<file path="src/rtl/cpu_pkg.sv">
// Shared definitions for the 8-bit pipeline.
// - DATA_W / ADDR_W : datapath and register-address widths
// - wb_entry_t      : contents of the write-back pipeline register
// - sel_result      : write-back result select (memory load vs ALU value)
package cpu_pkg;

  localparam int DATA_W = 8;
  localparam int ADDR_W = 2;

  typedef struct packed {
    logic              valid;
    logic [ADDR_W-1:0] addr;
    logic [DATA_W-1:0] data;
  } wb_entry_t;

  function automatic logic [DATA_W-1:0] sel_result(
    input logic              rm,
    input logic [DATA_W-1:0] mem_val,
    input logic [DATA_W-1:0] alu_val
  );
    return rm ? mem_val : alu_val;
  endfunction

endpackage

</file>
<file path="src/rtl/regfile_2r1w.sv">
// Register file: 2**ADDR_W x DATA_W, one synchronous write port, two
// asynchronous read ports, synchronous clear on reset. No bypass here; the
// write-through path belongs to the stage that owns the write port.
// Ports:
//   clock, reset        : clock, synchronous active-high clear
//   we, waddr, wdata    : write port (takes effect at posedge)
//   raddr1/rdata1       : read port 1 (combinational)
//   raddr2/rdata2       : read port 2 (combinational)
module regfile_2r1w #(
  parameter int DATA_W = 8,
  parameter int ADDR_W = 2
) (
  input  logic              clock,
  input  logic              reset,
  input  logic              we,
  input  logic [ADDR_W-1:0] waddr,
  input  logic [DATA_W-1:0] wdata,
  input  logic [ADDR_W-1:0] raddr1,
  output logic [DATA_W-1:0] rdata1,
  input  logic [ADDR_W-1:0] raddr2,
  output logic [DATA_W-1:0] rdata2
);

  localparam int DEPTH = 2**ADDR_W;

  logic [DATA_W-1:0] mem [DEPTH];

  always_ff @(posedge clock) begin
    if (reset) begin
      for (int i = 0; i < DEPTH; i++) begin
        mem[i] <= '0;
      end
    end else if (we) begin
      mem[waddr] <= wdata;
    end
  end

  assign rdata1 = mem[raddr1];
  assign rdata2 = mem[raddr2];

endmodule

</file>
<file path="src/rtl/wb_stage.sv">
// Write-back stage of the 8-bit pipeline.
// Latches the MEM-stage outputs into the WB register, selects load data or
// ALU result, commits to the register file, serves two bypassed read ports
// and counts retired register writes.
// Ports:
//   clock, reset                      : clock, synchronous active-high reset
//   Wr_MEM, Rm_MEM, rdmem             : MEM write enable, load select, dest reg
//   acOutWb, data_out                 : MEM ALU result, MEM load data
//   stall, flush                      : hold WB register / capture a bubble
//   rs1, rs2 -> rs1_val, rs2_val      : decode read ports (write-through bypass)
//   wb_en, wb_addr, wb_data           : commit performed at the next posedge
//   retire_count                      : commits since reset (wraps)
module wb_stage #(
  parameter int DATA_W = 8,
  parameter int ADDR_W = 2,
  parameter int CNT_W  = 16
) (
  input  logic              clock,
  input  logic              reset,
  input  logic              Wr_MEM,
  input  logic              Rm_MEM,
  input  logic [ADDR_W-1:0] rdmem,
  input  logic [DATA_W-1:0] acOutWb,
  input  logic [DATA_W-1:0] data_out,
  input  logic              stall,
  input  logic              flush,
  input  logic [ADDR_W-1:0] rs1,
  input  logic [ADDR_W-1:0] rs2,
  output logic [DATA_W-1:0] rs1_val,
  output logic [DATA_W-1:0] rs2_val,
  output logic              wb_en,
  output logic [ADDR_W-1:0] wb_addr,
  output logic [DATA_W-1:0] wb_data,
  output logic [CNT_W-1:0]  retire_count
);

  import cpu_pkg::*;

  wb_entry_t         wb_p1;
  logic [DATA_W-1:0] rf_rd1;
  logic [DATA_W-1:0] rf_rd2;

  // ---- MEM -> WB boundary: capture unless stalled; flush inserts a bubble
  always_ff @(posedge clock) begin
    if (reset) begin
      wb_p1 <= '0;
    end else if (!stall) begin
      wb_p1.valid <= Wr_MEM & ~flush;
      wb_p1.addr  <= rdmem;
      wb_p1.data  <= sel_result(Rm_MEM, data_out, acOutWb);
    end
  end

  // ---- WB -> register file boundary: commit is blocked while stalled
  assign wb_en   = wb_p1.valid & ~stall;
  assign wb_addr = wb_p1.addr;
  assign wb_data = wb_p1.data;

  always_ff @(posedge clock) begin
    if (reset) begin
      retire_count <= '0;
    end else if (wb_en) begin
      retire_count <= retire_count + CNT_W'(1);
    end
  end

  regfile_2r1w #(
    .DATA_W (DATA_W),
    .ADDR_W (ADDR_W)
  ) u_regfile (
    .clock  (clock),
    .reset  (reset),
    .we     (wb_en),
    .waddr  (wb_addr),
    .wdata  (wb_data),
    .raddr1 (rs1),
    .rdata1 (rf_rd1),
    .raddr2 (rs2),
    .rdata2 (rf_rd2)
  );

  // Write-through: a commit in flight this cycle is visible to decode now.
  assign rs1_val = (wb_en && (wb_addr == rs1)) ? wb_data : rf_rd1;
  assign rs2_val = (wb_en && (wb_addr == rs2)) ? wb_data : rf_rd2;

endmodule

</file>
<file path="config.mk">
export PLATFORM = sky130hd
export DESIGN_NAME = wb_stage
export DESIGN_NICKNAME = d
export VERILOG_FILES = /design/src/rtl/cpu_pkg.sv /design/src/rtl/regfile_2r1w.sv /design/src/rtl/wb_stage.sv
export SDC_FILE = /design/constraint.sdc
export NUM_CORES = 1
export LEC_CHECK = 0
export BUFFER_PORTS_ARGS = -buffer_cell sky130_fd_sc_hd__buf_4
export CAP_MARGIN = 15
export CORE_MARGIN = 2
export CORE_UTILIZATION = 49
export CTS_BUF_LIST = sky130_fd_sc_hd__clkbuf_16
export DETAILED_ROUTE_END_ITERATION = 8
export GPL_ROUTABILITY_DRIVEN = 0
export PLACE_DENSITY = 0.83
export RECOVER_POWER = 25
export SYNTH_ARGS = -nofsm -noshare
export SYNTH_HDL_FRONTEND = slang
export SYNTH_SLANG_ARGS = --single-unit
</file>
<file path="constraint.sdc">
create_clock -name clock -period 2.5 [get_ports clock]
set_clock_uncertainty 0.1 [all_clocks]
set_input_delay 0.75 -clock clock [delete_from_list [all_inputs] [get_ports clock]]
set_output_delay 0.75 -clock clock [all_outputs]
set_load 0.01 [all_outputs]
</file>
==> results.yml, run 1 <==
worst_setup_path:
  cp_max_fo: 4
  slowest_delay_ps: 520
  worstPathRequired_ps: 1650
  r2r_cells: 5
  worstSetupStartpointType: "input port"
  r2r_start: "wb_p1[10]$_SDFFE_PP0N_"
  crit_slowest_cell: "mux4_2"
  cp.depth: 4
  reg2reg_to: "u_regfile.mem[1][1]$_SDFFCE_PN0P_"
  worst-path-buf-inv: 2
  crit_path_cell_trace: "buf_16 -> mux4_2 -> mux2_4 -> buf_6"
  crit_arrival_ps: 1780
  ff2ff_setup_slack_ps: 430
  end_kind: "output pin"
  critical-path-top-delay-family: "multiplexers"
  crit_type: "input port to output pin"
die:
  die_h_um: 84.8
  die_x_um: 84.8
  ios: 71
  initial_core_util_pct: 50.4
  rows: 29
  core_mm2: 0.00635
  die_area_mm2: 0.00719
outcome:
  violations: "setup timing"
  status: "complete, but fails checks"
power:
  p_leak_nw: 1.82
  p_per_area_mw_per_mm2: 579
  ir_drop_mv: 0.521
placement:
  dp_hpwl_um: 4860
  portBuffers: 70
  dp_cells: 401
  dpl_cell_area_mm2: 0.00392
clocking:
  cts.sinks: 59
  cts.htree.levels: 3
  ctsHoldBuffers: 0
  clk_latency_ps: 320
  cts_setup_buffers: 0
  cts_tree: "built"
  cts_buffers: 9
  cts_root_buf: "clkbuf_16"
  clkTransAtPathRegs_ps: 50
  cts.path.max_buffers: 2
logic_synthesis:
  synthMuxAreaShare_pct: 20.7
  ys_ff_latch: 59
  synthSimpleGateAreaFrac_pct: 20.2
  ys_seq_area_share_pct: 46.9
  synth_xor_area_share_pct: 4.38
  synth_edf_count: 32
  synthAdderAreaFrac_pct: 0.391
  ys_types: 40
  yosysWarnings: 0
  synthArstFlopShare_pct: 0
  synth_cells: 265
  synth-compound-area-share_pct: 2.54
  syn_area_per_cell_um2: 12.1
  synth_fp_nets: 294
  ys.flop_type: "edfxtp_1"
  syn_area_mm2: 0.00320
  synth_top_family_by_area: "multiplexers"
sta:
  period_needed_ps: 2630
  finalHoldViolations: 0
  setup_viol_count_final: 16
  timing.fmax_ghz: 0.380
  timing.final.ws_setup_ps: -129
  tightest_slew_ps: 939
  drv_slew: 0
  maxSlewHeadroom_pct: 37.4
  fin_crit_sh_pct: 105
  rsz0062_at_grt: "true"
detailed_routing:
  wl_per_cell_um: 17.3
  drt-pass1-iter-count: 4
  drc: 0
  postRouteAntennaNets: 0
  drt_iter0_drc: 166
  num_vias: 2298
  wl_um: 7250
  via_per_inst: 5.48
global_routing:
  grt_pass1_vias: 2305
  grt_pass1_wl_um: 11600
  overflow: 0
  grt_max_degree: 23
  antenna_found_initial: 0
  gr-usage-all-layers_pct: 21.1
cells_and_area:
  final_nets: 366
  fin_util_pct: 68.6
  stdcell_area_mm2: 0.00436
  diodes: 0
  drive_gt1_share_pct: 43.3
  fillers: 446
  layout-area-overhead-vs-synth_pct: 36.1
  fin_cells: 419
job:
  drv_cap: 0
hold_path:
  hold_path_end: "retire_count[13]$_SDFFE_PP0P_"
  min_from: "retire_count[12]$_SDFFE_PP0P_"
  hold_class: "register to register"
  whs_path_depth: 2
==> flip-flops by register name, indices dropped and copies added, names as in the netlist <==
name,count
u_regfile.mem,32
retire_count,16
wb_addr,2
wb_p1,1
wb_data,8
==> cell usage after synthesis, types with 2 or more instances <==
master / instances / share of area, %
mux2i_1: 11 / 3.4
or2_2: 3 / 0.59
nand2_1: 3 / 0.35
edfxtp_1: 32 / 30
xnor2_1: 13 / 3.6
nand4_1: 3 / 0.59
nor2_1: 36 / 4.2
and2_1: 32 / 6.3
buf_2: 8 / 1.3
mux2_2: 17 / 6.0
nor3b_4: 2 / 1.2
nor4_1: 2 / 0.39
nand3_2: 3 / 0.94
nand3_1: 2 / 0.31
dfxtp_1: 27 / 17
clkbuf_1: 4 / 0.47
inv_1: 3 / 0.35
a31o_2: 3 / 0.82
nor3_1: 4 / 0.63
buf_4: 10 / 2.3
mux4_2: 16 / 11
xor2_1: 3 / 0.82
a21oi_1: 11 / 1.7
==> worst reg2reg max path: stages (launching register included) <==
cell and delay (ps):
dfxtp_1 390, nor2b_4 210, clkbuf_1 400, nand2b_4 140, nor3b_4 220, or2_2 290
==> timing repair <==
| item | CTS | global route |
|---|---|---|
| endpoints found under the setup margin | 16 | 16 |
| cloned | 2 | 0 |
| gates resized for setup | 29 | 5 |
| pin swaps | 2 | 4 |
==> worst max-delay path by stage <==
| stage | startpoint | to | slack [ps] |
|---|---|---|---|
| floorplan | rs1[0] | rs1_val[0] | 5 |
| global placement | rs1[0] | rs1_val[3] | -240 |
| detailed placement | rs2[0] | rs2_val[5] | -260 |
| CTS | rs2[0] | rs2_val[0] | -110 |
| global route | rs2[0] | rs2_val[4] | -150 |
| finish | rs2[0] | rs2_val[4] | -130 |
==> cell type report <==
class / instances / area [um2] / area share [%]
Multi-Input combinational cell: 179 / 1650 / 37.8
Clock inverter: 6 / 22.5 / 0.517
Inverter: 3 / 11.3 / 0.259
Clock buffer: 10 / 250 / 5.75
Tap cell: 77 / 96.3 / 2.21
Sequential cell: 59 / 1500 / 34.5
Timing Repair Buffer: 85 / 827 / 19.0
==> through the flow <==
stage	setup slack (ps)	hold slack, ps	TNS, ps	power [mW]
CTS	-107	440	-1350	2.53
global placement	-244	432	-3640	1.39
detailed placement	-260	424	-3870	1.40
global route	-151	492	-1930	2.60
finish	-129	444	-1410	2.52
floorplan	5.48	440	0	1.29
==> power breakdown <==
group	internal [mW]	switching [mW]	total (mW)
Sequential	1.05	0.0366	1.09
Clock	0.708	0.390	1.10
Combinational	0.207	0.126	0.333
Total	1.97	0.552	2.52
==> cells in the final DEF (no fill, tap or decap), types with 2 or more instances in the layout <==
| master | count |
|---|---|
| buf_6 | 16 |
| nor3_1 | 4 |
| and2_1 | 29 |
| clkbuf_1 | 3 |
| buf_4 | 56 |
| buf_16 | 2 |
| xnor2_1 | 9 |
| nand3_2 | 3 |
| nand4_1 | 3 |
| a21oi_1 | 11 |
| nor3b_4 | 2 |
| nand2_1 | 3 |
| nor2_1 | 36 |
| clkbuf_16 | 10 |
| mux2_4 | 16 |
| mux4_2 | 16 |
| dfxtp_1 | 27 |
| or2_2 | 3 |
| nand3_1 | 2 |
| xnor2_2 | 2 |
| a31o_2 | 2 |
| mux2i_1 | 11 |
| xnor2_4 | 2 |
| edfxtp_1 | 32 |
| nor4_1 | 2 |
| and2_0 | 3 |
| buf_12 | 8 |
| inv_2 | 2 |
| clkinv_1 | 2 |
| xor2_1 | 3 |
| inv_1 | 5 |
==> routing by layer <==
metal	up-vias	GRT usage, %	share of wire, %
li1	1081	-	-
met1	1115	26.2	41
met2	89	35.8	52
met3	13	5.64	5.0
met4	0	7.50	1.6
met5	-	0	0
==> cells by family after synthesis <==
kind of cell / count (synthesis)
flops: 59
compound gates: 14
fa+ha+maj: 1
mux: 44
buf+inv: 27
simple gates: 104
xor+xnor: 16
Power figures use the tool's default switching activity.
==> run 2: changes to the inputs <==
--- a/config.mk
+++ b/config.mk
@@ -5,6 +5,7 @@
 export SDC_FILE = /design/constraint.sdc
 export NUM_CORES = 1
 export LEC_CHECK = 0
+export ABC_AREA = 1
 export BUFFER_PORTS_ARGS = -buffer_cell sky130_fd_sc_hd__buf_4
 export CAP_MARGIN = 15
 export CORE_MARGIN = 2
@@ -12,6 +13,7 @@
 export CTS_BUF_LIST = sky130_fd_sc_hd__clkbuf_16
 export DETAILED_ROUTE_END_ITERATION = 8
 export GPL_ROUTABILITY_DRIVEN = 0
+export MAX_ROUTING_LAYER = met4
 export PLACE_DENSITY = 0.83
 export RECOVER_POWER = 25
 export SYNTH_ARGS = -nofsm -noshare
==> run 2 against run 1 <==
Against the previous run:
- the run still ends with setup timing left
- largest power group unchanged
- synthesized area increased by 4.5%
- worst setup slack better by 71 ps
- fmax increased by 2.8%
- highest routed layer unchanged
- sequential share of layout area fell by 2.0 points
- clock-buffer cell count shrank 1
- global-route usage rose by 4.2 points
- utilization up 0.87 points
==> results.yml, run 2 <==
logic_synthesis:
  synth_fp_nets: 447
  synthArstFlopShare_pct: 0
  syn_area_mm2: 0.00334
  ys_ff_latch: 59
  synth.top_cells.by_count: "nor2_1 (77), o21ai_0 (60), nand2_1 (54), inv_1 (41), edfxtp_1 (32)"
  yosys-top-cells-area: "edfxtp_1 (29%), dfxtp_1 (16%), o21ai_0 (9.0%)"
  ys.flop_type: "edfxtp_1"
  ys_types: 33
  synth_edf_count: 32
  synth_cells: 418
  yosysTopAreaCellShare_pct: 28.7
  yosysWarnings: 0
  yosysTopAreaCell: "edfxtp_1"
  syn_area_per_cell_um2: 8.00
  yosys.cell_count.top_type: "nor2_1"
  ys_seq_area_share_pct: 44.9
detailed_routing:
  wl_um: 10000
  wl_per_cell_um: 17.4
  postRouteAntennaNets: 0
  num_vias: 3354
  via_per_inst: 5.82
  drc: 0
  drt-pass1-iter-count: 7
  drt_iter0_drc: 421
worst_setup_path:
  r2r_cells: 7
  crit_slowest_cell: "a21oi_1"
  ff2ff_setup_slack_ps: 200
  cp_max_fo: 6
  crit_type: "input port to output pin"
  slowest_delay_ps: 150
  worstPathRequired_ps: 1650
  cpMostUsedCell: "o21ai_0"
  worstSetupStartpointType: "input port"
  crit_arrival_ps: 1710
  critical-path-top-delay-family: "compound AO/OA/AOI/OAI gates"
  reg2reg_to: "u_regfile.mem[0][0]$_SDFFCE_PN0P_"
  worst-path-buf-inv: 3
  crit_path_cell_trace: "buf_6 -> buf_12 -> a21oi_1 -> o21ai_0 -> o21ai_0 -> nand2_1 -> o21ai_2 -> buf_4"
  end_kind: "output pin"
  r2r_start: "wb_p1[10]$_SDFFE_PP0N_"
global_routing:
  gr-usage-all-layers_pct: 25.3
  antenna_found_initial: 0
  overflow: 0
  grt_pass1_wl_um: 14200
  grt_max_degree: 25
  grt_pass1_vias: 2994
die:
  initial_core_util_pct: 50.1
  ios: 71
  core_mm2: 0.00668
  die_x_um: 86.6
  rows: 30
  die_area_mm2: 0.00750
  die_h_um: 86.6
sta:
  setup_viol_count_final: 7
  tightest_slew_ps: 855
  period_needed_ps: 2560
  maxSlewHeadroom_pct: 43.0
  finalHoldViolations: 0
  timing.final.ws_setup_ps: -57.7
  rsz0062_at_grt: "true"
  drv_slew: 0
  fin_crit_sh_pct: 102
  timing.fmax_ghz: 0.391
hold_path:
  hold_path_end: "retire_count[1]$_SDFFE_PP0P_"
  min_from: "retire_count[1]$_SDFFE_PP0P_"
  hold_class: "register to register"
  whs_path_depth: 2
clocking:
  cts.sinks: 59
  clkTransAtPathRegs_ps: 50
  cts_root_buf: "clkbuf_16"
  cts.htree.levels: 3
  cts_buffers: 9
  clk_latency_ps: 320
  cts_tree: "built"
  cts.path.max_buffers: 2
  cts_setup_buffers: 0
  ctsHoldBuffers: 0
cells_and_area:
  drive_gt1_share_pct: 33.9
  largest_reg_flops: 32
  fin_cells: 576
  final_cell_mix: "nor2_1 (76), buf_4 (66), nand2_1 (45), inv_1 (44), o21ai_0 (39)"
  stdcell_area_mm2: 0.00464
  fillers: 474
  final_nets: 521
  layout-area-overhead-vs-synth_pct: 38.8
  layout_commonest_cell: "nor2_1"
  diodes: 0
  largest_register: "u_regfile.mem"
placement:
  dp_hpwl_um: 6410
  place_ws_ps: -125
  dpl_cell_area_mm2: 0.00398
  dp_cells: 554
  portBuffers: 70
outcome:
  violations: "setup timing"
  status: "complete, but fails checks"
power:
  p_per_area_mw_per_mm2: 579
  p_leak_nw: 1.99
  fin_total_pwr_mw: 2.68
  ir_drop_mv: 0.500
job:
  drv_cap: 0
run 2: metrics by stage:
| stage | utilization (%) | setup TNS (ps) | hold slack [ps] |
|---|---|---|---|
| 6_report | 69.5 | -136 | 409 |
| 5_1_grt | 69.5 | -600 | 452 |
| 4_1_cts | 64.5 | -3.36 | 410 |
| 3_5_place_dp | 59.5 | -839 | 405 |
| 3_3_place_gp | 59.5 | -109 | 393 |
| 2_1_floorplan | - | 0 | 408 |
run 2: worst max-delay path by stage:
stage | depth (start not counted) | start | end | slack (ps)
after detailed placement | 7 | rs2[1] | rs2_val[3] | -130
after global placement | 7 | rs2[1] | rs2_val[3] | -20
final | 8 | rs2[0] | rs2_val[1] | -60
after CTS | 8 | rs2[0] | rs2_val[3] | -3
after floorplan | 5 | rs1[1] | rs1_val[0] | 60
after global routing | 8 | rs2[0] | rs2_val[1] | -170
run 2: worst reg2reg max path, delay by kind of cell, from the launching register on:
family | cells | cell delay, ps
buffers and inverters | 2 | 330
DFF | 1 | 360
and+or+nand+nor | 5 | 1170
run 2: logic make-up after synthesis:
family	synth area share, %
and+or+nand+nor	21.8
AOI/OAI and AO/OA	18.9
buffers and inverters	10.0
DFF	44.9
muxes	2.69
xor gates and xnor gates	1.31
adders and majority gates	0.374
run 2: area by class of cell:
cell class                 count  area, um2  share of cell area [%]
clock buffer                   9        225                    4.85
sequential                    59       1510                    32.5
clock inverter                 6       50.0                    1.08
multi-input combinational    286       1660                    35.7
tap                           80        100                    2.16
timing repair buffer          92        932                    20.1
inverter                      44        168                    3.61
run 2: what timing repair did:
item	CTS	global route
endpoints found under the setup margin	16	16
gates cloned	0	7
gates resized for setup	19	60
pin swaps	3	15
run 2: metal layers:
metal | up-vias | GRT usage (%) | wire length, um
li1 | 1528 | - | -
met4 | 0 | 10.8 | 481
met1 | 1509 | 31.1 | 3650
met2 | 252 | 40.6 | 4890
met3 | 65 | 5.05 | 997
met5 | - | - | 0
run 2: where the power goes:
group	internal (mW)	switching, mW
clock	0.747	0.392
combinational	0.210	0.249
sequential	1.06	0.0288
